**src/rtl/adder_pipe_seg.sv**
```systemverilog
// Pipelined segmented ripple-carry adder with valid/ready handshake and full backpressure.
// Define APPROX_LSB_EN to compute the low APPROX_BITS sum bits as a | b with no carry chain.
module adder_pipe_seg #(
  parameter int WIDTH       = 32,
  parameter int SEG         = 8,
  parameter int APPROX_BITS = 8
) (
  input  logic             clk,
  input  logic             rst,
  input  logic             in_valid,
  output logic             in_ready,
  input  logic [WIDTH-1:0] a,
  input  logic [WIDTH-1:0] b,
  input  logic             cin,
  output logic             out_valid,
  input  logic             out_ready,
  output logic [WIDTH-1:0] sum,
  output logic             cout
);

  localparam int STAGES = WIDTH / SEG;

  if ((WIDTH % SEG) != 0 || STAGES < 1 || STAGES > 16 ||
      APPROX_BITS < 0 || APPROX_BITS > WIDTH) begin : g_badParams
    $error("adder_pipe_seg: illegal WIDTH/SEG/APPROX_BITS combination");
  end

  logic [WIDTH-1:0] w_aIn;
  logic [WIDTH-1:0] w_bIn;
  logic             w_cinIn;

`ifdef APPROX_LSB_EN
  // Folding a|b into operand A and zeroing B's low bits makes the exact pipeline
  // produce the OR result there with no carry escaping into the upper bits.
  localparam logic [WIDTH-1:0] LOW_MASK = (APPROX_BITS >= WIDTH) ? '1 :
                                          ((WIDTH'(1) << APPROX_BITS) - WIDTH'(1));
  logic w_unusedCin;
  assign w_unusedCin = cin;
  assign w_aIn   = (a & ~LOW_MASK) | ((a | b) & LOW_MASK);
  assign w_bIn   = b & ~LOW_MASK;
  assign w_cinIn = 1'b0;
`else
  assign w_aIn   = a;
  assign w_bIn   = b;
  assign w_cinIn = cin;
`endif

  logic [STAGES-1:0] r_valid;
  logic [STAGES-1:0] r_carry;
  logic [WIDTH-1:0]  r_sum [STAGES];
  logic [WIDTH-1:0]  r_a   [STAGES];
  logic [WIDTH-1:0]  r_b   [STAGES];

  logic [WIDTH-1:0]  w_stageA     [STAGES];
  logic [WIDTH-1:0]  w_stageB     [STAGES];
  logic [WIDTH-1:0]  w_stageSumIn [STAGES];
  logic [SEG:0]      w_segRes     [STAGES];
  logic [STAGES-1:0] w_stageCin;
  logic [STAGES-1:0] w_stageValid;
  logic              w_stall;

  assign w_stall  = r_valid[STAGES-1] & ~out_ready;
  assign in_ready = ~w_stall;

  for (genvar k = 0; k < STAGES; k++) begin : g_stage
    if (k == 0) begin : g_first
      assign w_stageA[k]     = w_aIn;
      assign w_stageB[k]     = w_bIn;
      assign w_stageCin[k]   = w_cinIn;
      assign w_stageValid[k] = in_valid;
      assign w_stageSumIn[k] = '0;
    end else begin : g_rest
      assign w_stageA[k]     = r_a[k-1];
      assign w_stageB[k]     = r_b[k-1];
      assign w_stageCin[k]   = r_carry[k-1];
      assign w_stageValid[k] = r_valid[k-1];
      assign w_stageSumIn[k] = r_sum[k-1];
    end
    assign w_segRes[k] = {1'b0, w_stageA[k][k*SEG +: SEG]} +
                         {1'b0, w_stageB[k][k*SEG +: SEG]} +
                         (SEG+1)'(w_stageCin[k]);
  end

  // Every stage shifts together unless the output slot is stalled; bubbles move like data.
  always_ff @(posedge clk or posedge rst) begin
    if (rst) begin
      r_valid <= '0;
      r_carry <= '0;
      for (int k = 0; k < STAGES; k++) begin
        r_sum[k] <= '0;
        r_a[k]   <= '0;
        r_b[k]   <= '0;
      end
    end else if (!w_stall) begin
      for (int k = 0; k < STAGES; k++) begin
        r_valid[k]               <= w_stageValid[k];
        r_carry[k]               <= w_segRes[k][SEG];
        r_sum[k]                 <= w_stageSumIn[k];
        r_sum[k][k*SEG +: SEG]   <= w_segRes[k][SEG-1:0];
        r_a[k]                   <= w_stageA[k];
        r_b[k]                   <= w_stageB[k];
      end
    end
  end

  assign out_valid = r_valid[STAGES-1];
  assign sum       = r_sum[STAGES-1];
  assign cout      = r_carry[STAGES-1];

endmodule

```
**config.mk**
```make
export PLATFORM = sky130hd
export DESIGN_NAME = adder_pipe_seg
export DESIGN_NICKNAME = d
export VERILOG_FILES = /design/src/rtl/adder_pipe_seg.sv
export SDC_FILE = /design/constraint.sdc
export NUM_CORES = 1
export LEC_CHECK = 0
export ABC_AREA = 1
export CAP_MARGIN = 20
export CORE_MARGIN = 2
export CORE_UTILIZATION = 52
export CTS_BUF_LIST = sky130_fd_sc_hd__clkbuf_2 sky130_fd_sc_hd__clkbuf_4 sky130_fd_sc_hd__clkbuf_8
export DETAILED_ROUTE_END_ITERATION = 10
export PLACE_DENSITY = 0.75
export SYNTH_ARGS = -nofsm -noshare
export SYNTH_HDL_FRONTEND = slang
export SYNTH_SLANG_ARGS = --single-unit
export TNS_END_PERCENT = 20
```
**constraint.sdc**
```tcl
create_clock -name clk -period 8.8 [get_ports clk]
set_clock_uncertainty 0.15 [all_clocks]
set_input_delay 1.76 -clock clk [delete_from_list [all_inputs] [get_ports clk]]
set_output_delay 1.76 -clock clk [all_outputs]
set_load 0.01 [all_outputs]
```
# [After elaboration in Yosys (flattened, before gate mapping)]
# Index checks and enable logic that the tools add are counted.
[op_classes] bitwise=3 n_shift=0 n_div=0 addsub=8 order_cmp=0 n_eq_ne=0 mux=0 mul=0 reduce_logical=0
[ops] operator="$add A8 B8 Y9" count=4
[ops] operator="$add A9 B1 Y9" count=4
[ops] operator="$not A1 Y1" count=2
[ops] operator="$and A1 B1 Y1" count=1
[word_totals] elab_cells=23 n_memories=0 latch_bits=0 ff_bits=280 mem_bits_ro=0 mem_bits_rw=0

# [Logic depth before layout (Yosys ltp)]
[logic_depth] depth_word=3 depth_mapped=11

# [Worst setup path before layout]
# Ideal clock, no wire load.
[synth_path] path_type="input to output" from="input port out_ready" to="output port in_ready" n_path_buf=2 arrival_ns=2.335 stages=4 t_required_ns=6.890 slack_ns=4.555 path_cell_list="nor2_4 inv_2 buf_2 buf_2"
[synth_via] elab_chain_len=3
[synth_lines] item="start: declaration" line_no="16" rtl="input logic out_ready,"
[synth_lines] item="$not A1 Y1" line_no="62" rtl="assign w_stall = r_valid[STAGES-1] & ~out_ready;"
[synth_lines] item="$and A1 B1 Y1" line_no="62"
[synth_lines] item="$not A1 Y1" line_no="63" rtl="assign in_ready = ~w_stall;"
[synth_lines] item="end: declaration" line_no="11" rtl="output logic in_ready,"
# Every way passes these cells.

# [Worst setup path after layout]
# Same ends and word-level chain as after synthesis.

==> key figures <==
Placed design
  • Placement Cell Area: 9360 µm²
  • HPWL after DPL: 9.91 mm
  • Placed Instances: 1242
  • Routability cong.: 0.812
  • Port Buffers: 103

Worst setup path
  • CP endpoint kind: output port
  • Crit-path cells: clkdlybuf4s50_1, nor2_4, buf_4, inv_6, clkdlybuf4s50_1
  • WP data arrival: 3.97 ns
  • CP Launch Type: primary input
  • R2R depth: 6
  • Crit path largest cell delay: 0.61 ns
  • Slowest CP cell: buf_4
  • Critical path class: in -> out
  • CP required: 6.89 ns
  • Most used cell, CP: clkdlybuf4s50_1
  • Max FO, Critical Path: 87

Synthesis
  • Xor/xnor share of the synthesized area: 0
  • Adder-Cell Fraction of Synth Area: 0.0605
  • Post-synth net total: 1095
  • Simple-gate share of the synthesized area: 0.221
  • Post-synthesis compound-gate area fraction: 0.0781
  • Post-synthesis mux area share: 0
  • Yosys Warn Count: 0
  • Cell variety after synth: 23
  • Syn Inst Count: 990
  • Combinational family with the most area after synthesis: simple AND/OR/NAND/NOR gates
  • Register area share after synthesis: 0.546
  • Synthesized flop and latch total: 184
  • Mean Syn Cell Area: 8.52 µm²
  • Mapped Area: 8430 µm²

Detailed routing
  • Drt first pass iters: 5
  • Met3 wire length: 474 µm
  • Initial DRC count: 444
  • Antenna-violating nets left: 0
  • Post-route DRC: 0
  • Metal2 WL: 7.24 mm
  • Met1 Routed Length: 6.96 mm
  • Vias: 6085
  • Top layer in use: met4
  • Routed WL: 15.0 mm
  • DR WL/cell: 11.7 µm
  • Vias per inst: 4.77

Final layout
  • Design Area, Final: 9780 µm²
  • Synthesis-to-finish area growth: 16.0%
  • Commonest cells after routing, fill and taps aside: nand2_1 (396), dfrtp_1 (184), clkdlybuf4s50_1 (103)
  • Filler Cells Inserted: 1400
  • Commonest non-fill, non-tap cell in the layout: nand2_1
  • Finished Layout Cells: 1275
  • Antenna cells: 0
  • Storage cell area: 4600 µm²
  • Total Nets Final: 1151
  • Multi-input logic area: 3030 µm²
  • Layout cells sized above 1: 0.0415

Timing
  • Fmax achieved: 170 MHz
  • Hold slack: 0.301 ns
  • Fin crit share: 0.668
  • Min Tclk post-route: 5.88 ns
  • Final hold vios: 0
  • Fin. max-slew vios: 0
  • Worst slew margin: 0.356
  • Total negative slack: 0 ns
  • Final setup violation count: 0
  • RSZ-0062 raised after global routing: false
  • Slew @ Worst Pin: 0.966 ns

Clock network
  • Clock Latency Late Sink: 0.46 ns
  • Root buffer cell: clkbuf_8
  • Total CTS buffers: 17
  • H-tree depth: 4
  • Reg clk slew, reported paths: 0.08 ns
  • CTS Sinks: 184
  • Post-CTS Resized: 0
  • Post-CTS setup buffers: 0
  • Clock Path Buffers: 2
  • CTS tree: yes
  • Hold_buf cts: 0

Floorplan
  • I/O pin count: 104
  • Die width: 131 µm
  • Starting Density: 0.531
  • Die height: 131 µm
  • Row Count: 46
  • Std-Cell Core Area: 15900 µm²
  • Die area: 17300 µm²

Pwr
  • Leakage power: 5.01 nW
  • Pwr Total: 3.22 mW
  • Pwr Density: 329 nW/µm²
  • Worst vdd ir: 0.157 mV

Global routing
  • Pin count of the biggest net entering global routing: 114
  • Gr ovfl total: 0
  • Initial antenna violation count: 0
  • First-pass GRT wire length: 26.1 mm
  • Total GRT Usage: 0.186
  • Number of global-route vias before repair: 5923

Run
  • Maxcap violations: 0

Worst hold path
  • Hold path cells: 2
  • Worst min path class: reg -> reg

Outcome
  • Status: completed
## cell usage after synthesis, drive strengths merged
cell / count / area [µm²]
buf: 57 / 365
nand2: 396 / 1490
a21oi: 17 / 85.1
dfrtp: 184 / 4600
o21ai: 100 / 500
nor2: 20 / 82.6
o22ai: 7 / 43.8
nand3: 41 / 205
or2: 6 / 37.5
and2: 2 / 12.5
inv: 101 / 379
a31oi: 1 / 6.26
nand3b: 5 / 37.5
a211oi: 3 / 22.5
fa: 8 / 160
ha: 28 / 350
clkbuf: 14 / 52.6
## routing by layer
metal / global-route usage / vias to the layer above
met5: 0 / -
met4: 0.0682 / 0
met3: 0.0405 / 28
met2: 0.320 / 105
met1: 0.232 / 2794
li1: - / 3158
## registers in the layout (all words and copies together) (netlist names)
register / cells
r_carry: 4
r_valid: 4
r_a: 48
sum: 32
r_b: 48
r_sum: 48
## cell type report
cell class | instances | area share
timing repair buffer | 108 | 0.111
multi-input combinational | 634 | 0.310
clock buffer | 23 | 0.0311
tap | 216 | 0.0276
inverter | 101 | 0.0398
clock inverter | 9 | 0.00934
sequential | 184 | 0.471
## cell families after synthesis
family / count (synthesis)
buf+inv: 172
flops: 184
simple gates: 470
fa+ha+maj: 36
compound gates: 128
## worst paths after layout
path | slack (ns) | from | endpoint
setup / recovery | 2.92 | out_ready | in_ready
hold / removal | 0.30 | r_valid[2]$_DFFE_PP0N_ | r_valid[3]$_DFFE_PP0N_
setup reg to reg | 5.94 | r_valid[3]$_DFFE_PP0N_ | r_a[115]$_DFFE_PP0N_
hold reg to reg | 0.30 | r_valid[2]$_DFFE_PP0N_ | r_valid[3]$_DFFE_PP0N_
max in group asynchronous | 6.01 | rst | r_b[104]$_DFFE_PP0N_
min in group asynchronous | 1.39 | rst | r_sum[102]$_DFFE_PP0N_
## through the flow
step	worst slack, ns	utilization
2_1_floorplan	1.89	-
3_3_place_gp	2.92	0.589
3_5_place_dp	2.93	0.589
4_1_cts	2.92	0.614
5_1_grt	2.79	0.616
6_report	2.92	0.616
## power breakdown
part	total (mW)	internal, mW	switching [mW]
Combinational	1.27	0.543	0.727
Clock	0.550	0.262	0.289
Sequential	1.40	1.21	0.188
## worst max-delay path, delay by kind of cell
family,cells,cell delay [ns]
buffers and inverters,4,2.03
AND/OR/NAND/NOR,1,0.11
No activity file was read; power rests on OpenSTA's default activity.
